`config.mk`:
```
export PLATFORM = sky130hd
export DESIGN_NAME = bus_rr_arbiter
export DESIGN_NICKNAME = d
export VERILOG_FILES = /design/src/rtl/bus_arb_pkg.sv /design/src/rtl/rr_prio_sel.sv /design/src/rtl/bus_rr_arbiter.sv
export SDC_FILE = /design/constraint.sdc
export NUM_CORES = 1
export LEC_CHECK = 0
export BUFFER_PORTS_ARGS = -buffer_cell sky130_fd_sc_hd__buf_2
export CORE_MARGIN = 3
export CORE_UTILIZATION = 30
export DETAILED_ROUTE_END_ITERATION = 8
export GPL_TIMING_DRIVEN = 0
export PLACE_DENSITY = 0.63
export SYNTH_ARGS = -nofsm -noshare
export SYNTH_HDL_FRONTEND = slang
export SYNTH_HIERARCHICAL = 1
export SYNTH_SLANG_ARGS = --single-unit
```
`constraint.sdc`:
```
create_clock -name clk -period 1.71 [get_ports clk]
set_input_delay 0.2565 -clock clk [delete_from_list [all_inputs] [get_ports clk]]
set_output_delay 0.2565 -clock clk [all_outputs]
set_load 0.01 [all_outputs]
```
`src/rtl/bus_arb_pkg.sv`:
```
// Shared definitions for the round-robin bus arbiter.
//   arb_state_e : arbiter FSM encoding (IDLE -> ISSUE -> DELIVER -> IDLE)
//   ID_MAX      : widest destination-ID field the helper can return
//   W_MAX       : widest word the helper can accept
//   BCAST_ID    : all-ones destination ID (broadcast when BUS_BCAST_EN is defined)
//   get_dest()  : extracts the destination-ID field from the top of a word
package bus_arb_pkg;

  typedef enum logic [1:0] {
    IDLE    = 2'd0,
    ISSUE   = 2'd1,
    DELIVER = 2'd2
  } arb_state_e;

  localparam int ID_MAX = 16;
  localparam int W_MAX  = 64;

  // Callers compare only the low ID_W bits of this constant.
  localparam logic [ID_MAX-1:0] BCAST_ID = {ID_MAX{1'b1}};

  // Returns word[width-1 -: id_w], zero-extended to ID_MAX bits.
  function automatic logic [ID_MAX-1:0] get_dest(input logic [W_MAX-1:0] word,
                                                 input int width,
                                                 input int id_w);
    logic [ID_MAX-1:0] field;
    field = ID_MAX'(word >> (width - id_w));
    return field & ~({ID_MAX{1'b1}} << id_w);
  endfunction

endpackage

```
`src/rtl/rr_prio_sel.sv`:
```
// Combinational round-robin priority selector.
//   req     : request vector, one bit per device
//   ptr     : index of the last device granted; search starts at ptr+1
//   gnt_idx : index of the winning device (meaningful when gnt_vld=1)
//   gnt_vld : at least one request is set
// The request vector is rotated so that device ptr+1 sits at bit 0,
// the lowest set bit is found, and the result is rotated back.
module rr_prio_sel #(
  parameter int DRVRS = 4
) (
  input  logic [DRVRS-1:0]         req,
  input  logic [$clog2(DRVRS)-1:0] ptr,
  output logic [$clog2(DRVRS)-1:0] gnt_idx,
  output logic                     gnt_vld
);

  localparam int PW = $clog2(DRVRS);
  localparam logic [PW-1:0] LAST = PW'(DRVRS - 1);
  localparam logic [PW:0]   WRAP = (PW + 1)'(DRVRS);

  logic [PW-1:0]    start_s;
  logic [PW-1:0]    idx_s;
  logic [DRVRS-1:0] rot_s;
  logic [PW:0]      sum_s;

  // Rotate, priority-encode the lowest set bit, rotate back (mod DRVRS).
  always_comb begin
    start_s = (ptr == LAST) ? {PW{1'b0}} : ptr + PW'(1'b1);
    rot_s   = DRVRS'({req, req} >> start_s);
    idx_s   = {PW{1'b0}};
    // Descending scan so the lowest set bit is the last one written.
    for (int i = DRVRS - 1; i >= 0; i--) begin
      idx_s = rot_s[i] ? PW'(i) : idx_s;
    end
    sum_s   = {1'b0, idx_s} + {1'b0, start_s};
    gnt_idx = (sum_s >= WRAP) ? PW'(sum_s - WRAP) : sum_s[PW-1:0];
    gnt_vld = |req;
  end

endmodule

```
`src/rtl/bus_rr_arbiter.sv`:
```
// Round-robin arbiter sharing one emulated bus among DRVRS device FIFOs.
// One word moves per transfer: grant a pending source (IDLE), pop it and
// capture its head word (ISSUE), then push the word into the destination
// FIFO named in its top ID_W bits once that FIFO has room (DELIVER).
//
// Ports:
//   clk, rst   : rising-edge clock, asynchronous active-high reset
//   pndng_i    : source FIFO i non-empty
//   dato_i     : flattened source head words, slice i = [i*WIDTH +: WIDTH]
//   pop_o      : one-cycle pop strobe to the granted source
//   full_i     : destination FIFO i full
//   push_o     : one-cycle push strobe to the destination(s)
//   dato_o     : word on the bus, valid while any push_o bit is high
//   gnt_id_o   : index of the current grant holder
//   busy_o     : high whenever the FSM is not in IDLE
//   err_o      : one-cycle pulse when a word is dropped
//
// Configuration macro BUS_BCAST_EN: when defined, the all-ones destination
// ID is a broadcast to every device except the source; when undefined it is
// treated as an invalid destination and dropped with an err_o pulse.
module bus_rr_arbiter
  import bus_arb_pkg::*;
#(
  parameter int DRVRS = 4,
  parameter int WIDTH = 16,
  parameter int ID_W  = 8
) (
  input  logic                     clk,
  input  logic                     rst,
  input  logic [DRVRS-1:0]         pndng_i,
  input  logic [DRVRS*WIDTH-1:0]   dato_i,
  output logic [DRVRS-1:0]         pop_o,
  input  logic [DRVRS-1:0]         full_i,
  output logic [DRVRS-1:0]         push_o,
  output logic [WIDTH-1:0]         dato_o,
  output logic [$clog2(DRVRS)-1:0] gnt_id_o,
  output logic                     busy_o,
  output logic                     err_o
);

  localparam int PW = $clog2(DRVRS);
  localparam logic [DRVRS-1:0]  ONE_HOT0 = {{(DRVRS - 1){1'b0}}, 1'b1};
  localparam logic [ID_MAX-1:0] DRVRS_ID = ID_MAX'(DRVRS);

  arb_state_e        state_r;
  arb_state_e        state_s;
  logic [PW-1:0]     ptr_r;
  logic [PW-1:0]     ptr_s;
  logic [PW-1:0]     gnt_s;
  logic [WIDTH-1:0]  word_s;
  logic [WIDTH-1:0]  src_word_s;
  logic [DRVRS-1:0]  pop_s;
  logic [DRVRS-1:0]  push_s;
  logic              err_s;
  logic [PW-1:0]     sel_idx_s;
  logic              sel_vld_s;
  logic [ID_MAX-1:0] dest_s;
  logic [DRVRS-1:0]  dest_oh_s;
  logic [DRVRS-1:0]  src_oh_s;
  logic              dest_ok_s;
  logic              bcast_s;

  rr_prio_sel #(
    .DRVRS (DRVRS)
  ) u_sel (
    .req     (pndng_i),
    .ptr     (ptr_r),
    .gnt_idx (sel_idx_s),
    .gnt_vld (sel_vld_s)
  );

  // Head word of the current grant holder.
  always_comb begin
    src_word_s = {WIDTH{1'b0}};
    for (int i = 0; i < DRVRS; i++) begin
      src_word_s = (gnt_id_o == PW'(i)) ? dato_i[i*WIDTH +: WIDTH] : src_word_s;
    end
  end

  // The captured word lives in dato_o, so the destination is decoded from it.
  always_comb begin
    dest_s    = get_dest(W_MAX'(dato_o), WIDTH, ID_W);
    src_oh_s  = ONE_HOT0 << gnt_id_o;
    dest_oh_s = ONE_HOT0 << dest_s[PW-1:0];
    dest_ok_s = (dest_s < DRVRS_ID) && (dest_s != ID_MAX'(gnt_id_o));
  end

`ifdef BUS_BCAST_EN
  assign bcast_s = (dest_s[ID_W-1:0] == BCAST_ID[ID_W-1:0]);
`else
  assign bcast_s = 1'b0;
`endif

  // Next-state and next-output logic for the transfer FSM.
  always_comb begin
    state_s = state_r;
    ptr_s   = ptr_r;
    gnt_s   = gnt_id_o;
    word_s  = dato_o;
    pop_s   = {DRVRS{1'b0}};
    push_s  = {DRVRS{1'b0}};
    err_s   = 1'b0;
    case (state_r)
      IDLE: begin
        if (sel_vld_s) begin
          gnt_s   = sel_idx_s;
          ptr_s   = sel_idx_s;
          // Registered, so the pop strobe is visible during ISSUE.
          pop_s   = ONE_HOT0 << sel_idx_s;
          state_s = ISSUE;
        end else begin
          state_s = IDLE;
        end
      end
      ISSUE: begin
        // The head word is still valid here; the FIFO pops on this edge.
        word_s  = src_word_s;
        state_s = DELIVER;
      end
      DELIVER: begin
        if (bcast_s) begin
          // The source's own full flag is irrelevant to a broadcast.
          if ((full_i & ~src_oh_s) == {DRVRS{1'b0}}) begin
            push_s  = ~src_oh_s;
            state_s = IDLE;
          end else begin
            state_s = DELIVER;
          end
        end else if (!dest_ok_s) begin
          err_s   = 1'b1;
          state_s = IDLE;
        end else if ((full_i & dest_oh_s) == {DRVRS{1'b0}}) begin
          push_s  = dest_oh_s;
          state_s = IDLE;
        end else begin
          state_s = DELIVER;
        end
      end
      default: begin
        state_s = IDLE;
      end
    endcase
  end

  // State, pointer and registered outputs.
  always_ff @(posedge clk or posedge rst) begin
    if (rst) begin
      state_r  <= IDLE;
      ptr_r    <= PW'(DRVRS - 1);
      gnt_id_o <= {PW{1'b0}};
      dato_o   <= {WIDTH{1'b0}};
      pop_o    <= {DRVRS{1'b0}};
      push_o   <= {DRVRS{1'b0}};
      err_o    <= 1'b0;
      busy_o   <= 1'b0;
    end else begin
      state_r  <= state_s;
      ptr_r    <= ptr_s;
      gnt_id_o <= gnt_s;
      dato_o   <= word_s;
      pop_o    <= pop_s;
      push_o   <= push_s;
      err_o    <= err_s;
      busy_o   <= (state_s != IDLE);
    end
  end

endmodule

```
==> flow_summary_export.csv, run 1 <==
group,metric,value,unit
detailed_routing,drtIter0Drc,10,
pwr,power_frac_clock,15.7,%
floorplanning,io_pins,102,
floorplanning,rows,27,
status,status,"finished, final reports clean",
sta,timing.final.crit_period,1.61,ns
pwr,power_density,1770,nW/um^2
sta,fmax,622,MHz
placement,dpl.cell_count,289,
detailed_routing,postRouteAntennaNets,0,
cells_and_area,layout.nets,302,
hold_path,min_path_type,"input port to flip-flop",
placement,dp_slack,-0.121,ns
cells_and_area,instances_no_fill,300,
pwr,power.internal,2980,uW
detailed_routing,vias,1445,
cts,cts_root_buf,"clkbuf_8",
sta,slew-limit-headroom,78.4,%
synth,synth_cell_types,35,
sta,report.final.hold_viol_count,0,
detailed_routing,viasPerCell,4.82,
critical_path,crit_required,1.88,ns
cells_and_area,area_growth,44.7,%
floorplanning,die-area,6940,sq um
detailed_routing,wl_met1,1750,um
cts,cts.reportedPaths.clkPinSlew,0.07,ns
sta,worstMarginPinSlew,0.322,ns
synth,seq_area_frac_synth,44.8,%
pwr,leakage,0.00126,uW
cts,cts_sinks,32,
job,cap_violations,0,
floorplanning,coreArea,5640,sq um
synth,syn_area,1790,sq um
placement,gp_congestion,0.747,
synth,synth_area_per_cell,15.5,sq um
critical_path,path_class,"flip-flop to flip-flop",
sta,clock-skew-final,0.00369,ns
grt,grt_overflow,0,
floorplanning,fp.dieH,83.3,um
cts,clkLatencyLatePin,0.28,ns
critical_path,path_max_fanout,10,
detailed_routing,wirelength,4520,um
cts,cts_tree,"built",
synth,ys_top_cells_by_area,"dfrtp_1 (42%), mux4_2 (11%), mux4_1 (10%), mux2_4 (7.5%), mux2_2 (7.5%)",
cts,cts_max_level,2,
grt,antenna_found_initial,0,
cells_and_area,final_common_cell,"buf_2",
grt,grt_start_max_net_pins,33,
critical_path,arrival,1.78,ns
detailed_routing,route.detailed.drc,0,
synth,syn_nets,191,
critical_path,rrSetupSlack,0.10,ns
detailed_routing,dr_wl_met2,2260,um
synth,ys_ff_latch,32,
detailed_routing,top_layer,"met4",
critical_path,endpoint_kind,"flip-flop",
synth,yosys.area.top_type_share,41.9,%
pwr,ir_drop,0.721,mV
critical_path,start_kind,"flip-flop",
pwr,p_comb_share,55.1,%
floorplanning,initial_core_util,31.8,%
floorplanning,die_w,83.3,um
cells_and_area,drive_gt1_share,68.9,%
sta,maxSlewViolCount,0,
synth,synth_top_cell_by_area,"dfrtp_1",
synth,netlist_instances,116,
grt,grt_pass1_wl,7490,um
detailed_routing,dr.pass1.iters,4,
cells_and_area,final_cell_mix,"buf_2 (105), dfrtp_1 (30), mux2_2 (12), mux4_2 (9), mux2_4 (9)",
detailed_routing,met3_length,447,um
pwr,pwr-share-seq,29.2,%
pwr,netSwitchingFraction,35.2,%
grt,track_usage,13.5,%
sta,min_period_over_period,94.1,%
sta,final-setup-viol-count,0,
cells_and_area,antenna_cells,0,
placement,io_buffers,101,
placement,dp_hpwl,3470,um
cts,cts_max_path_buffers,2,
cts,numCtsBuffers,5,
grt,grt_pass1_vias,1644,
sta,fin_ws,0.101,ns
pwr,net-switching-power,1610,uW
detailed_routing,routedWlPerCell,15.1,um
synth,ys_warn_count,6,
==> flip-flops by register name (all words and copies together), names as in the netlist <==
name and count:
gnt_id_o 2, busy_o 1, pop_o 4, push_o 4, dato_o 16, err_o 1, state_r 2, ptr_r 2
==> worst max-delay path, stage by stage, from the launching register on <==
cell	delay [ns]
dfrtp_1	0.34
buf_2	0.24
buf_2	0.31
mux4_2	0.34
mux2_4	0.26
==> kinds of logic after synthesis <==
logic type                 after synthesis  synth area share, %
muxes                                   39                 37.8
DFF                                     32                 44.8
and+or+nand+nor                         21                 7.19
AOI/OAI and AO/OA                       12                 4.89
buffers and inverters                    9                 3.70
xor gates and xnor gates                 2                0.977
adders and majority gates                1                0.698
==> stage by stage <==
step                      cell area (sq um)  utilization, %  hold WS, ns  power [uW]  setup TNS [ns]
final                                  2590            46.0        0.147        4590               0
after global routing                   2590            46.0        0.137        4930        -0.00386
after CTS                              2510            44.5        0.134        4500               0
after detailed placement               2390            42.3        0.439        3730          -0.552
after global placement                 2390            42.3        0.435        3690          -0.710
after floorplan                        1790               -        0.326        3050               0
==> power by group through the flow <==
stage / Sequential [uW] / Combinational, uW / Clock (uW)
2_1_floorplan: 1460 / 1600 / 0
3_3_place_gp: 1340 / 2350 / 0
3_5_place_dp: 1340 / 2400 / 0
4_1_cts: 1330 / 2420 / 744
5_1_grt: 1400 / 2760 / 776
6_report: 1340 / 2530 / 720
==> Yosys cell counts <==
cell	instances
buf_2	4
nor4_1	2
mux2_4	9
buf_6	1
nor2b_1	3
nor2_1	3
and3_1	1
mux2_2	12
mux4_1	7
inv_1	2
mux2i_1	2
ha_1	1
o2111ai_1	1
nor3_1	2
o22ai_1	1
o21ai_1	1
dfstp_2	2
xor2_1	2
and2_1	2
nor4b_1	2
dfrtp_1	30
mux4_2	9
o31ai_1	2
nor3b_1	2
o221a_2	1
nand2_1	2
o211ai_1	1
o21a_1	1
a2bb2oi_1	1
buf_12	1
or4_1	1
buf_4	1
nor4bb_1	1
o21ai_0	2
o21bai_1	1
==> path summary, 6_finish.rpt <==
path / cells past startpoint / to / from
hold reg to reg: 1 / busy_o / state_r[1]
setup / recovery: 4 / dato_o[5] / gnt_id_o[1]
max in group asynchronous: 4 / ptr_r[0] / rst
setup reg to reg: 4 / dato_o[5] / gnt_id_o[1]
hold / removal: 2 / push_o[0] / full_i[0]
min in group asynchronous: 3 / push_o[2] / rst
==> area by class of cell <==
cell class / count / area (sq um)
clock buffers: 5 / 68.8
inverters: 2 / 7.51
well taps: 72 / 90.1
multi-input cells: 75 / 980
fillers: 525 / 3050
plain buffers: 7 / 58.8
flip-flops and latches: 32 / 803
repair buffers: 104 / 543
clock inverters: 3 / 42.5
==> what timing repair did <==
item / in CTS / in global routing
endpoints found under the setup margin: 6 / 12
resized for setup: 2 / 8
buffers inserted: 0 / 1
hold buffers: 0 / 1
pin swaps: 0 / 3
endpoints found under the hold margin: 0 / 7
==> metal layers <==
metal	track usage, %	vias to the layer above
li1	-	678
met1	14.9	684
met2	23.8	77
met3	5.65	6
met4	4.01	0
met5	0	-
Power figures use the tool's default switching activity.
==> run 2: changes to the inputs <==
--- a/config.mk
+++ b/config.mk
@@ -5,12 +5,13 @@
 export SDC_FILE = /design/constraint.sdc
 export NUM_CORES = 1
 export LEC_CHECK = 0
+export ABC_AREA = 1
 export BUFFER_PORTS_ARGS = -buffer_cell sky130_fd_sc_hd__buf_2
 export CORE_MARGIN = 3
 export CORE_UTILIZATION = 30
 export DETAILED_ROUTE_END_ITERATION = 8
 export GPL_TIMING_DRIVEN = 0
-export PLACE_DENSITY = 0.63
+export PLACE_DENSITY = 0.62
 export SYNTH_ARGS = -nofsm -noshare
 export SYNTH_HDL_FRONTEND = slang
 export SYNTH_HIERARCHICAL = 1
==> flow_summary_export.csv, run 2 <==
group,metric,value,unit
grt,antenna_found_initial,0,
synth,syn_nets,366,
detailed_routing,drtIter0Drc,60,
synth,synth_top_cell_by_area,"dfrtp_1",
critical_path,path_delay_family,"simple AND/OR/NAND/NOR gates",
grt,track_usage,15.9,%
synth,synth_most_common_cell,"nand2_1",
synth,seq_area_frac_synth,40.9,%
synth,syn_area,1960,sq um
detailed_routing,wirelength,5910,um
critical_path,start_kind,"flip-flop",
critical_path,path_class,"flip-flop to flip-flop",
cts,cts_sinks,32,
cts,cts.reportedPaths.clkPinSlew,0.06,ns
cells_and_area,seq_area,803,sq um
sta,worstMarginPinSlew,1.18,ns
cts,cts_tree,"built",
cts,cts_root_buf,"clkbuf_8",
sta,maxSlewViolCount,0,
cells_and_area,fillers,647,
sta,grt_setup_unrepaired,"true",
floorplanning,initial_core_util,32.0,%
pwr,power_density,2030,nW/um^2
detailed_routing,viasPerCell,4.59,
pwr,ir_drop,0.788,mV
sta,fmax,561,MHz
critical_path,slowest_stage,"dfstp_2",
placement,gp_congestion,0.777,
cells_and_area,fin_util,45.9,%
synth,ys_ff_latch,32,
cells_and_area,multiInputGateArea,1150,sq um
job,cap_violations,0,
detailed_routing,vias,2195,
grt,grt.busiest_layer,"met2",
cells_and_area,instances_no_fill,478,
detailed_routing,dr.pass1.iters,4,
critical_path,slowest_delay,0.57,ns
grt,grt_pass1_wl,9550,um
critical_path,endpoint_kind,"flip-flop",
pwr,leakage,0.00155,uW
critical_path,path_common_cell,"nand2_2",
grt,grtUsageMet2,24.8,%
floorplanning,coreArea,6130,sq um
detailed_routing,postRouteAntennaNets,0,
cells_and_area,area_growth,43.3,%
cells_and_area,largest_reg_flops,16,
synth,netlist_instances,291,
cells_and_area,regMostFlops,"dato_o",
detailed_routing,routedWlPerCell,12.4,um
grt,grt.met1_usage,21.9,%
cells_and_area,drive_gt1_share,42.2,%
floorplanning,die-area,7550,sq um
sta,report.final.hold_viol_count,0,
critical_path,arrival,2.00,ns
grt,grt_start_max_net_pins,33,
status,status,"finished, violations left",
grt,grtUsageMet3,3.69,%
synth,synth_edf_count,0,
cts,clkLatencyLatePin,0.28,ns
critical_path,path_buf_inv,2,
synth,synthTopCellsByCount,"nand2_1 (128), nand3_1 (32), dfrtp_1 (30)",
sta,timing.final.crit_period,1.78,ns
critical_path,crit_required,1.92,ns
cts,numCtsBuffers,5,
placement,dp_hpwl,4550,um
synth,synth_cell_types,23,
hold_path,min_path_type,"input port to flip-flop",
cts,cts_max_path_buffers,2,
cells_and_area,final_cell_mix,"nand2_1 (112), buf_2 (104), dfrtp_1 (30), nand3_1 (26), nor2_1 (20)",
grt,grt_overflow,0,
synth,ys_top_cells_by_area,"dfrtp_1 (38%), nand2_1 (24%), nand3_1 (8.2%), nor2_1 (4.2%), o21ai_0 (3.3%)",
cells_and_area,final_common_cell,"nand2_1",
floorplanning,die_w,86.9,um
sta,clock-skew-final,0.00581,ns
pwr,p_total,5720,uW
synth,ys_warn_count,6,
synth,synthFlopType,"dfrtp_1",
sta,slew-limit-headroom,21.2,%
cells_and_area,layout.nets,477,
placement,io_buffers,101,
status,violations,"setup timing",
cells_and_area,top_regs,"dato_o x16, pop_o x4, push_o x4",
synth,yosys.area.top_type_share,38.3,%
floorplanning,io_pins,102,
synth,synth_area_per_cell,6.74,sq um
critical_path,path_max_fanout,7,
critical_path,crit_path_cell_trace,"ha_4, inv_6, nand3_2, nand2_2, nand2_2, nand2_2, nand3_2, inv_2, nand2_2, nand2_4, nand2_4, nor2_1",
sta,hold_ws,0.232,ns
sta,fin_ws,-0.0733,ns
sta,final-setup-viol-count,7,
floorplanning,rows,28,
sta,min_period_over_period,104,%
detailed_routing,route.detailed.drc,0,
cts,cts_max_level,2,
cells_and_area,antenna_cells,0,
synth,ys_async_sr_fraction,100,%
grt,grt_pass1_vias,2104,
floorplanning,fp.dieH,86.9,um
placement,dpl.cell_count,467,
-- run 2: cell count changes after synthesis, moves of 7 or more --
cell | previous run | this run
mux4_2 | 9 | 0
nor2_1 | 3 | 22
inv_1 | 2 | 16
nand3_1 | 0 | 32
mux2_4 | 9 | 0
nand2_1 | 2 | 128
o21ai_0 | 2 | 13
inv_2 | 0 | 7
mux2_2 | 12 | 0
nand4_1 | 0 | 10
mux4_1 | 7 | 0
-- run 2: cell type report --
class	instances	share of cell area (%)
multi-input combinational	227	40.9
sequential	32	28.6
timing repair buffer	104	18.9
inverter	24	3.47
tap	75	3.34
clock buffer	7	2.71
buffer	8	1.87
clock inverter	1	0.178
-- run 2: repair_timing --
item / 4_1_cts / 5_1_grt
setup buffers: 1 / 2
pin swaps: 9 / 9
gates cloned: 0 / 0
hold buffers: 0 / 0
hold endpoints to repair: 0 / 0
setup endpoints to repair: 8 / 8
gates resized for setup: 12 / 23
-- run 2: path summary, 6_finish.rpt --
| check | start | to | slack (ns) | cells after the start |
|---|---|---|---|---|
| hold reg to reg | dato_o[4] | dato_o[4] | 0.48 | 2 |
| hold / removal | dato_i[62] | dato_o[14] | 0.23 | 3 |
| min in group asynchronous | rst | dato_o[7] | 0.27 | 2 |
| max in group asynchronous | rst | dato_o[2] | 0.72 | 2 |
| setup / recovery | ptr_r[0] | pop_o[2] | -0.07 | 12 |
| setup reg to reg | ptr_r[0] | pop_o[2] | -0.07 | 12 |
-- run 2: per-stage QoR --
step / TNS, ns / setup slack, ns / instance area [sq um]
after floorplan: -0.00864 / -0.00864 / 1990
after global placement: -0.793 / -0.134 / 2590
after detailed placement: -0.971 / -0.158 / 2590
after CTS: -0.112 / -0.0317 / 2710
after global routing: -1.11 / -0.170 / 2810
final: -0.243 / -0.0733 / 2810
-- run 2: layer usage --
layer,wire length (um),part of all wire [%],vias up
li1,-,-,1148
met1,2580,44,987
met2,2910,49,55
met3,348,5.9,5
met4,66,1.1,0
met5,0,0,-
-- run 2: logic make-up after synthesis --
logic type,count (synthesis),share of synthesized area (%)
simple gates,207,46.3
buf+inv,32,7.27
flops,32,40.9
fa+ha+maj,1,0.638
compound gates,19,4.85
-- run 2: power breakdown --
group,leakage [uW],internal [uW],switching (uW)
sequential,0.000404,1090,246
clock,0.0000422,285,270
combinational,0.00111,1430,2400
-- run 2: worst register-to-register path, delay by kind of cell (launching register included) --
| kind | cells | cell delay (ns) |
|---|---|---|
| buf+inv | 2 | 0.19 |
| simple gates | 9 | 0.72 |
| fa+ha+maj | 1 | 0.24 |
| flops | 1 | 0.57 |
==> run 3: changes to the inputs <==
--- a/config.mk
+++ b/config.mk
@@ -6,12 +6,12 @@
 export NUM_CORES = 1
 export LEC_CHECK = 0
 export ABC_AREA = 1
-export BUFFER_PORTS_ARGS = -buffer_cell sky130_fd_sc_hd__buf_2
 export CORE_MARGIN = 3
 export CORE_UTILIZATION = 30
 export DETAILED_ROUTE_END_ITERATION = 8
+export DONT_BUFFER_PORTS = 1
 export GPL_TIMING_DRIVEN = 0
-export PLACE_DENSITY = 0.62
+export PLACE_DENSITY = 0.48
 export SYNTH_ARGS = -nofsm -noshare
 export SYNTH_HDL_FRONTEND = slang
 export SYNTH_HIERARCHICAL = 1
==> constraint.sdc (replaced) <==
create_clock -name clk -period 1.71 [get_ports clk]
set_input_delay 0 -clock clk [delete_from_list [all_inputs] [get_ports clk]]
set_output_delay 0 -clock clk [all_outputs]
set_load 0.01 [all_outputs]
==> flow_summary_export.csv, run 3 (same netlist as run 2, synthesis figures left out) <==
group,metric,value,unit
cts,clkLatencyLatePin,0.28,ns
pwr,leakage,0.00138,uW
cells_and_area,top_regs,"dato_o x16, pop_o x4, push_o x4",
grt,track_usage,17.1,%
pwr,ir_drop,1.11,mV
pwr,power_density,2000,nW/um^2
detailed_routing,viasPerCell,4.94,
cts,cts_root_buf,"clkbuf_8",
cells_and_area,multiInputGateArea,1170,sq um
grt,grt_start_max_net_pins,33,
placement,dp_slack,-0.183,ns
grt,grt.busiest_layer,"met2",
floorplanning,fp.dieH,86.9,um
cts,cts_sinks,32,
cells_and_area,regMostFlops,"dato_o",
hold_path,min_path_type,"input port to flip-flop",
cells_and_area,largest_reg_flops,16,
detailed_routing,dr.pass1.iters,4,
cells_and_area,final_common_cell,"nand2_1",
hold_path,holdPathStages,4,
hold_path,min_to,"dato_o[13]",
sta,hold_ws,0.00493,ns
cells_and_area,final_cell_mix,"nand2_1 (111), dlygate4sd3_1 (52), dfrtp_1 (30), nand3_1 (24), nor2_1 (19)",
critical_path,arrival,1.93,ns
grt,grt_pass1_vias,2139,
detailed_routing,drtIter0Drc,62,
cts,cts_max_level,2,
sta,slew-limit-headroom,57.4,%
floorplanning,die-area,7550,sq um
critical_path,endpoint_kind,"flip-flop",
sta,fin_ws,-0.0502,ns
sta,report.final.hold_viol_count,0,
cts,cts.reportedPaths.clkPinSlew,0.06,ns
cells_and_area,layout.nets,431,
cells_and_area,instances_no_fill,432,
cells_and_area,drive_gt1_share,21.8,%
grt,grt_pass1_wl,10100,um
floorplanning,die_w,86.9,um
grt,grtUsageMet2,26.9,%
floorplanning,rows,28,
status,violations,"setup timing",
sta,fmax,568,MHz
sta,maxSlewViolCount,0,
grt,grt_overflow,0,
detailed_routing,postRouteAntennaNets,0,
critical_path,slowest_stage,"dfstp_2",
critical_path,path_class,"flip-flop to flip-flop",
grt,grtUsageMet3,4.07,%
critical_path,slowest_delay,0.56,ns
floorplanning,initial_core_util,32.0,%
critical_path,r2r-start,"ptr_r[0]",
cts,cts_max_path_buffers,2,
cts,cts_tree,"built",
sta,min_period_over_period,103,%
critical_path,path_common_cell,"nand2_1",
sta,timing.final.crit_period,1.76,ns
cells_and_area,stdcell_area,2900,sq um
placement,dp_hpwl,4210,um
sta,fin_tns_setup,-0.169,ns
placement,gp_congestion,0.732,
detailed_routing,route.detailed.drc,0,
cells_and_area,fillers,585,
cells_and_area,area_growth,47.9,%
detailed_routing,vias,2134,
critical_path,path_max_fanout,5,
sta,clock-skew-final,0.00561,ns
status,status,"finished, violations left",
job,cap_violations,0,
critical_path,start_kind,"flip-flop",
floorplanning,coreArea,6130,sq um
sta,worstMarginPinSlew,0.635,ns
placement,dpl.cell_count,366,
sta,final-setup-viol-count,6,
critical_path,rrSetupSlack,-0.05,ns
critical_path,rr_worst_depth,14,
cells_and_area,antenna_cells,0,
detailed_routing,routedWlPerCell,14.3,um
placement,place_area,2080,sq um
sta,grt_setup_unrepaired,"true",
critical_path,crit_path_cell_trace,"ha_4, inv_4, nand2_8, nand2_4, nand2_1, nand2_1, nand2_1, nand2_1, nand3_1, nand2_2, nand2_2, nand2_4, nand2_4, o21ai_2",
grt,antenna_found_initial,0,
floorplanning,io_pins,102,
critical_path,crit_required,1.88,ns
cells_and_area,seq_area,803,sq um
detailed_routing,wirelength,6170,um
critical_path,path_buf_inv,1,
cts,numCtsBuffers,5,
hold_path,min_from,"dato_i[45]",
placement,io_buffers,0,
critical_path,path_delay_family,"simple AND/OR/NAND/NOR gates",
grt,grt.met1_usage,23.0,%
critical_path,r2r_end,"gnt_id_o[1]",
-- run 3: changes by cell type in the layout (fill, tap and decap cells not counted), moves of 2 or more --
cell | before | now
inv_1 | 13 | 11
buf_4 | 5 | 7
dlygate4sd3_1 | 0 | 52
nand3_1 | 26 | 24
buf_2 | 104 | 3
nand3_2 | 7 | 9
-- run 3: power breakdown --
group | leakage, uW | internal, uW | switching (uW)
registers | 0.000404 | 1090 | 413
clock network | 0.0000455 | 328 | 272
logic | 0.000930 | 1430 | 2270
-- run 3: cell type report --
type | instances | share of cell area (%)
multi-input cells | 227 | 40.5
flip-flops and latches | 32 | 27.7
repair buffers | 58 | 20.3
inverters | 24 | 3.36
well taps | 75 | 3.23
clock buffers | 8 | 3.10
plain buffers | 8 | 1.81
-- run 3: worst reg2reg max path, stage by stage (launching register included) --
cell and delay (ns):
dfstp_2 0.56, ha_4 0.16, inv_4 0.05, nand2_8 0.09, nand2_4 0.06, nand2_1 0.06
nand2_1 0.05, nand2_1 0.06, nand2_1 0.07, nand3_1 0.13, nand2_2 0.07, nand2_2 0.07
nand2_4 0.07, nand2_4 0.08, o21ai_2 0.06
-- run 3: per-layer routing --
layer / wire (um) / vias to the layer above
met5: 0 / -
met4: 86 / 0
met3: 367 / 12
met2: 3080 / 85
met1: 2630 / 980
li1: - / 1057
-- run 3: worst max-delay path by stage --
stage | start | end | cells past startpoint
after detailed placement | ptr_r[0] | gnt_id_o[1] | 14
after global placement | ptr_r[0] | gnt_id_o[1] | 14
final | ptr_r[0] | gnt_id_o[1] | 14
after global routing | ptr_r[0] | pop_o[3] | 13
after CTS | ptr_r[0] | gnt_id_o[1] | 14
after floorplan | ptr_r[0] | gnt_id_o[1] | 14
-- run 3: repair_timing --
item,4_1_cts,5_1_grt
setup buffers,1,4
hold buffers,51,1
hold endpoints to repair,16,14
endpoints found under the setup margin,8,8
resized for setup,10,32
pin swaps,8,19
-- run 3: per-stage QoR --
stage | total power [uW] | util (%)
after global placement | 4290 | 33.9
after detailed placement | 4330 | 33.9
after global routing | 6400 | 47.3
after CTS | 5200 | 44.3
final | 5810 | 47.3
after floorplan | 3670 | -
